**src/rtl/split_byte_mem.sv**
```systemverilog
// Byte-lane controller: maps a 16-bit byte-addressed CPU port onto two 8-bit BRAM banks.
// Even byte addresses live in the low bank and odd byte addresses in the high bank (little-endian).
module split_byte_mem #(
  parameter int ADDR_WIDTH = 13
) (
  input  logic                  clk,
  input  logic                  rst,
  input  logic [ADDR_WIDTH-1:0] addr,
  input  logic                  wr,
  input  logic                  byt,
  input  logic [15:0]           wr_data,
  output logic [15:0]           rd_data,
  output logic                  bram_clk,
  output logic                  bram_rst,
  output logic                  wr_lo,
  output logic                  wr_hi,
  output logic [ADDR_WIDTH-2:0] addr_lo,
  output logic [ADDR_WIDTH-2:0] addr_hi,
  output logic [7:0]            wr_data_lo,
  output logic [7:0]            wr_data_hi,
  input  logic [7:0]            rd_data_lo,
  input  logic [7:0]            rd_data_hi
);

  localparam int BANK_AW = ADDR_WIDTH - 1;

  logic a0_d;
  logic byt_d;

  assign bram_clk = clk;
  assign bram_rst = rst;

  // An odd address starts in the high bank, so its upper byte sits in the next low-bank
  // word; the add wraps naturally at the top of the bank.
  assign addr_hi = addr[ADDR_WIDTH-1:1];
  assign addr_lo = addr[ADDR_WIDTH-1:1] + {{(BANK_AW-1){1'b0}}, addr[0]};

  always_comb begin
    wr_data_lo = wr_data[7:0];
    wr_data_hi = wr_data[15:8];
    if (addr[0]) begin
      wr_data_lo = wr_data[15:8];
      wr_data_hi = wr_data[7:0];
    end
  end

  assign wr_lo = wr & (~byt | ~addr[0]);
  assign wr_hi = wr & (~byt |  addr[0]);

  always_ff @(posedge clk or posedge rst) begin
    if (rst) begin
      a0_d  <= 1'b0;
      byt_d <= 1'b0;
    end else begin
      a0_d  <= addr[0];
      byt_d <= byt;
    end
  end

  // Lane steering for the data returned by the banks one cycle after the address.
  always_comb begin
    rd_data = {rd_data_hi, rd_data_lo};
    if (byt_d) begin
      rd_data = {8'h00, (a0_d ? rd_data_hi : rd_data_lo)};
    end else if (a0_d) begin
      rd_data = {rd_data_lo, rd_data_hi};
    end
  end

endmodule

```
**config.mk**
```make
export PLATFORM = sky130hd
export DESIGN_NAME = split_byte_mem
export DESIGN_NICKNAME = d
export VERILOG_FILES = /design/src/rtl/split_byte_mem.sv
export SDC_FILE = /design/constraint.sdc
export NUM_CORES = 1
export LEC_CHECK = 0
export BUFFER_PORTS_ARGS = -buffer_cell sky130_fd_sc_hd__buf_2
export CORE_AREA = 2 2 49 62
export DETAILED_ROUTE_END_ITERATION = 16
export DIE_AREA = 0 0 51 64
export PLACE_DENSITY = 0.76
export SYNTH_ARGS = -nofsm -noshare
export SYNTH_HDL_FRONTEND = slang
export SYNTH_SLANG_ARGS = --single-unit
```
**constraint.sdc**
```tcl
create_clock -name clk -period 1.3 [get_ports clk]
set_clock_uncertainty 0.05 [all_clocks]
set_input_delay 0.13 -clock clk [delete_from_list [all_inputs] [get_ports clk]]
set_output_delay 0.13 -clock clk [all_outputs]
set_load 0.03 [all_outputs]
```
==> results of run 1 <==
[area by class of cell]
class	count	area, um^2	share of cell area (%)
multi-input cells	72	791	47.0
repair buffers	116	743	44.1
flip-flops and latches	2	50.0	2.97
inverters	2	7.51	0.446
clock buffers	7	50.0	2.97
well taps	34	42.5	2.53
[cell usage after synthesis (all sizes together)]
| cell | n | area, um^2 |
|---|---|---|
| buf | 19 | 134 |
| inv | 2 | 7.51 |
| xor2 | 8 | 70.1 |
| nand3 | 4 | 25.0 |
| xnor2 | 2 | 17.5 |
| mux2i | 8 | 80.1 |
| nor2 | 12 | 45.0 |
| dfrtp | 2 | 50.1 |
| a21boi | 2 | 15.0 |
| nand4 | 3 | 25.0 |
| mux2 | 24 | 270 |
| ha | 3 | 37.5 |
| nor3 | 3 | 15.0 |
| nand2 | 3 | 11.3 |
[cells in the final DEF, fill, tap and decap left out, types with 3 or more instances in the layout]
master and instances:
buf_2 86, mux2_2 23, buf_6 18, nor2_2 10, buf_4 10, mux2i_1 7, clkbuf_4 6, xor2_2 5
xor2_1 3, ha_4 3
[stage by stage]
| step | hold slack, ns | area [um^2] | std cells | setup TNS (ns) | power [mW] |
|---|---|---|---|---|---|
| 3_5_place_dp | -0.0503 | 1380 | 226 | -0.604 | 0.836 |
| 6_report | 0.127 | 1680 | 233 | -3.25 | 1.19 |
| 4_1_cts | 0.120 | 1670 | 233 | -3.43 | 1.19 |
| 5_1_grt | 0.117 | 1680 | 233 | -4.38 | 1.26 |
| 3_3_place_gp | -0.0487 | 1380 | 226 | -0.386 | 0.826 |
| 2_1_floorplan | -0.179 | 861 | 95 | -0.0506 | 0.641 |
[report_power, final]
| part | switching, mW | leakage (nW) | internal, mW |
|---|---|---|---|
| clock | 0.135 | 0.0315 | 0.225 |
| sequential | 0.00673 | 0.0233 | 0.0658 |
| combinational | 0.449 | 0.818 | 0.305 |
[routing by layer]
metal / up-vias / routed length [um] / track usage (%)
met2: 79 / 1620 / 35.9
li1: 523 / - / -
met5: - / 0 / 0
met4: 0 / 34 / 10.1
met3: 4 / 309 / 4.44
met1: 482 / 895 / 14.2
[repair_timing]
action / in CTS / in global routing
pin swaps: 8 / 1
hold buffers: 2 / 0
resized for setup: 59 / 5
setup endpoints to repair: 24 / 19
hold endpoints to repair: 3 / 0
[state kept, by name (all words and copies together) (netlist names)]
name,flops
a0_d,1
byt_d,1
[kinds of logic after synthesis]
kind of cell | synth area share [%]
AOI/OAI and AO/OA | 1.87
adders and majority gates | 4.67
and+or+nand+nor | 15.1
muxes | 43.6
DFF | 6.23
xor gates and xnor gates | 10.9
buffers and inverters | 17.6
[worst max path at each step]
stage            start           to  slack [ns]  depth (start not counted)
3_5_place_dp   addr[0]  addr_lo[10]       -0.24                          7
6_report          a0_d   rd_data[4]       -0.23                          3
2_1_floorplan  addr[0]  addr_lo[10]       -0.05                          5
4_1_cts           a0_d  rd_data[11]       -0.25                          4
3_3_place_gp   addr[0]  addr_lo[10]       -0.12                          7
5_1_grt           a0_d  rd_data[13]       -0.30                          4
==> metrics.cfg, run 1 <==
[grt]
antenna_found_initial = 0
grt_pass1_vias = 1093
grt_max_degree = 20
grtUsageTotal_pct = 17.6
grt_pass1_wl_um = 4400
overflow = 0

[synthesis]
yosysUniqueCellTypes = 18
synth_nets = 147
synth_cells = 95
synth-seq-cells = 2
ys_seq_area_share_pct = 6.23
syn-cell-area_um2 = 803
ys_warn_count = 0
syn_area_per_cell_um2 = 8.46

[route]
dr.pass1.iters = 4
vias = 1088
post_drt_via_cell_ratio = 4.67
drc = 0
wirelength_um = 2850
drt_iter0_markers = 9
drtAntennaViolNets = 0
wl_per_cell_um = 12.2

[final_layout]
drive_gt1_share_pct = 86.4
nets = 253
final_core_util_pct = 63.5
area_delta_synth_final_pct = 110
antenna_cells = 0
nFillCells = 245

[clock_tree]
post_cts_buffers = 0
cts_tree = yes
clk_pin_slew_worst_paths_ns = 0.03

[worst_setup_path]
worstPathCellList = buf_12 -> mux2_2 -> buf_6
cpLargestDelayFamily = flip-flops
cpPeakStageDelay_ns = 0.36
startpoint_type = flop
critPathCaptureType = output port
worstPathArrival_ns = 1.35
cp_max_fo = 16
cp.required_ns = 1.12
slowest_stage = dfrtp_1
criticalPathCategory = reg2out
critPathBufInv = 2

[sta]
min_period_ns = 1.53
finalSetupViolations = 16
worst_slack_ns = -0.233
post-route-period-util_pct = 118
tightest_slew_ns = 0.384
finalHoldViolations = 0
maxSlewViolCount = 0
rsz0062_at_grt = yes
slew_headroom_pct = 74.4
fmax_mhz = 652

[pwr]
p_leak_nw = 0.873
power.density_mw_per_mm2 = 704
vdd_drop_max_v = 0.000534

[min_path]
hold_depth = 2
hp-class = in2reg
holdCritStartpoint = addr[0]
holdPathEnd = a0_d

[status]
violations = setup timing
status = finished, violations left

[placed_design]
place_congestion = 0.780
io_buffers = 108
place_ws_ns = -0.241
hpwl_um = 2300

[job]
max_cap_viol_count = 0

[die]
num_rows = 21
die_area_mm2 = 0.00326
core-area_mm2 = 0.00265
die_x_um = 51
start_util_pct = 30.3
die_h_um = 64
boundaryPins = 109

Power figures use the tool's default switching activity.
==> run 2, diff against run 1 <==
--- a/config.mk
+++ b/config.mk
@@ -10,6 +10,7 @@
 export DETAILED_ROUTE_END_ITERATION = 16
 export DIE_AREA = 0 0 51 64
 export PLACE_DENSITY = 0.76
+export RECOVER_POWER = 100
 export SYNTH_ARGS = -nofsm -noshare
 export SYNTH_HDL_FRONTEND = slang
 export SYNTH_SLANG_ARGS = --single-unit
==> metrics.cfg, run 2 (same netlist as run 1, synthesis figures left out) <==
[status]
status = finished, violations left
violations = setup timing

[sta]
post-route-period-util_pct = 118  ; about the same
finalHoldViolations = 0  ; unchanged
min_period_ns = 1.53  ; -0.000963 ns
maxSlewViolCount = 0  ; unchanged
fmax_mhz = 653  ; about the same
slew_headroom_pct = 73.7  ; -0.72 points
rsz0062_at_grt = yes
finalSetupViolations = 17  ; +1
worst_slack_ns = -0.232  ; +0.000963 ns
tightest_slew_ns = 0.396  ; +0.0124 ns
tns_ns = -3.26  ; -0.0107 ns

[min_path]
hp-class = in2reg
holdPathEnd = a0_d
hold_depth = 2  ; unchanged
holdCritStartpoint = addr[0]

[clock_tree]
clk_pin_slew_worst_paths_ns = 0.03  ; about the same
cts_tree = yes

[final_layout]
final_cell_mix = buf_2 (46), mux2_2 (23), clkbuf_2 (22)
drive_gt1_share_pct = 76.9  ; -9.5 points
seq_area_um2 = 50.0  ; unchanged
antenna_cells = 0  ; unchanged
multi_input_area_um2 = 783  ; -0.95%
final_area_mm2 = 0.00165  ; -2.0%
nFillCells = 255  ; +4.1%
top_regs = a0_d x1, byt_d x1
area_delta_synth_final_pct = 105
layout.cells.most_common = buf_2
nets = 253  ; unchanged

[placed_design]
place_congestion = 0.780  ; unchanged
io_buffers = 108  ; unchanged
hpwl_um = 2300  ; unchanged
place_area_mm2 = 0.00138  ; unchanged
place_ws_ns = -0.241  ; unchanged

[worst_setup_path]
startpoint_type = flop
slowest_stage = dfrtp_1
critPathBufInv = 2  ; unchanged
cpPeakStageDelay_ns = 0.36  ; about the same
cp.required_ns = 1.12  ; about the same
worstPathArrival_ns = 1.35  ; about the same
cpLargestDelayFamily = flip-flops
cp_max_fo = 16  ; unchanged
criticalPathCategory = reg2out
worstPathCellList = buf_12 -> mux2_2 -> buf_6
critPathCaptureType = output port

[route]
drtAntennaViolNets = 0  ; unchanged
post_drt_via_cell_ratio = 4.67  ; about the same
wl_per_cell_um = 12.2  ; -0.18%
wirelength_um = 2850  ; -0.18%
dr.pass1.iters = 4  ; unchanged
drt_iter0_markers = 14  ; +5
drc = 0  ; unchanged
vias = 1087  ; -0.092%

[pwr]
p_sw_mw = 0.592  ; +0.25%
pwr-share-seq_pct = 6.2  ; about the same
p_int_mw = 0.583  ; -2.1%
p_comb_share_pct = 63.2  ; -0.4 points
switching_share_pct = 50.4  ; +0.60 points
power.density_mw_per_mm2 = 712  ; +1.1%
vdd_drop_max_v = 0.000534  ; about the same
p_leak_nw = 0.819  ; -6.2%
clkPwrFrac_pct = 30.6  ; +0.3 points

[grt]
grt_max_degree = 20  ; unchanged
antenna_found_initial = 0  ; unchanged
grt_pass1_wl_um = 4400  ; unchanged
overflow = 0  ; unchanged
grtUsageTotal_pct = 17.6  ; unchanged
grt_pass1_vias = 1093  ; unchanged

[die]
boundaryPins = 109  ; unchanged
num_rows = 21  ; unchanged
die_x_um = 51  ; unchanged
die_h_um = 64  ; unchanged
core-area_mm2 = 0.00265  ; unchanged
start_util_pct = 30.3  ; unchanged
die_area_mm2 = 0.00326  ; unchanged

[job]
max_cap_viol_count = 0  ; unchanged

[run 2: stage by stage]
| step | std cells | util, % | hold WS, ns | power [mW] |
|---|---|---|---|---|
| global route | 233 | 62.2 | 0.117 | 1.25 |
| finish | 233 | 62.2 | 0.127 | 1.18 |
| floorplan | 95 | - | -0.179 | 0.641 |
| global placement | 226 | 52.1 | -0.0487 | 0.826 |
| detailed placement | 226 | 52.1 | -0.0503 | 0.836 |
| CTS | 233 | 63.0 | 0.120 | 1.19 |
[run 2: cell type report]
cell class,count,share of cell area [%]
inverters,2,0.455
well taps,34,2.58
multi-input cells,72,47.5
repair buffers,116,43.4
clock buffers,7,3.03
flip-flops and latches,2,3.03
[run 2: worst max path at each step]
stage | startpoint | end | slack (ns) | cells after the start
2_1_floorplan | addr[0] | addr_lo[10] | -0.05 | 5
3_3_place_gp | addr[0] | addr_lo[10] | -0.12 | 7
3_5_place_dp | addr[0] | addr_lo[10] | -0.24 | 7
4_1_cts | a0_d | rd_data[11] | -0.25 | 4
5_1_grt | a0_d | rd_data[13] | -0.30 | 4
6_report | a0_d | rd_data[4] | -0.23 | 3
[run 2: power by group through the flow]
| stage | sequential (mW) | clock, mW | combinational (mW) |
|---|---|---|---|
| 3_5_place_dp | 0.0737 | 0.0969 | 0.666 |
| 2_1_floorplan | 0.0670 | 0.115 | 0.459 |
| 6_report | 0.0726 | 0.359 | 0.743 |
| 5_1_grt | 0.0733 | 0.391 | 0.783 |
| 4_1_cts | 0.0730 | 0.372 | 0.749 |
| 3_3_place_gp | 0.0733 | 0.0969 | 0.656 |
[run 2: what timing repair did]
action / CTS / global route
resized for setup: 59 / 5
pin swaps: 8 / 1
setup buffers: 0 / 0
setup endpoints to repair: 24 / 19
hold buffers: 2 / 0
endpoints found under the hold margin: 3 / 0
[run 2: layer usage]
metal  vias up  wire length, um  GRT usage, %
li1        523                -             -
met1       481              906          14.2
met2        79             1610          35.9
met3         4              299          4.44
met4         0               34          10.1
met5         -                0             0
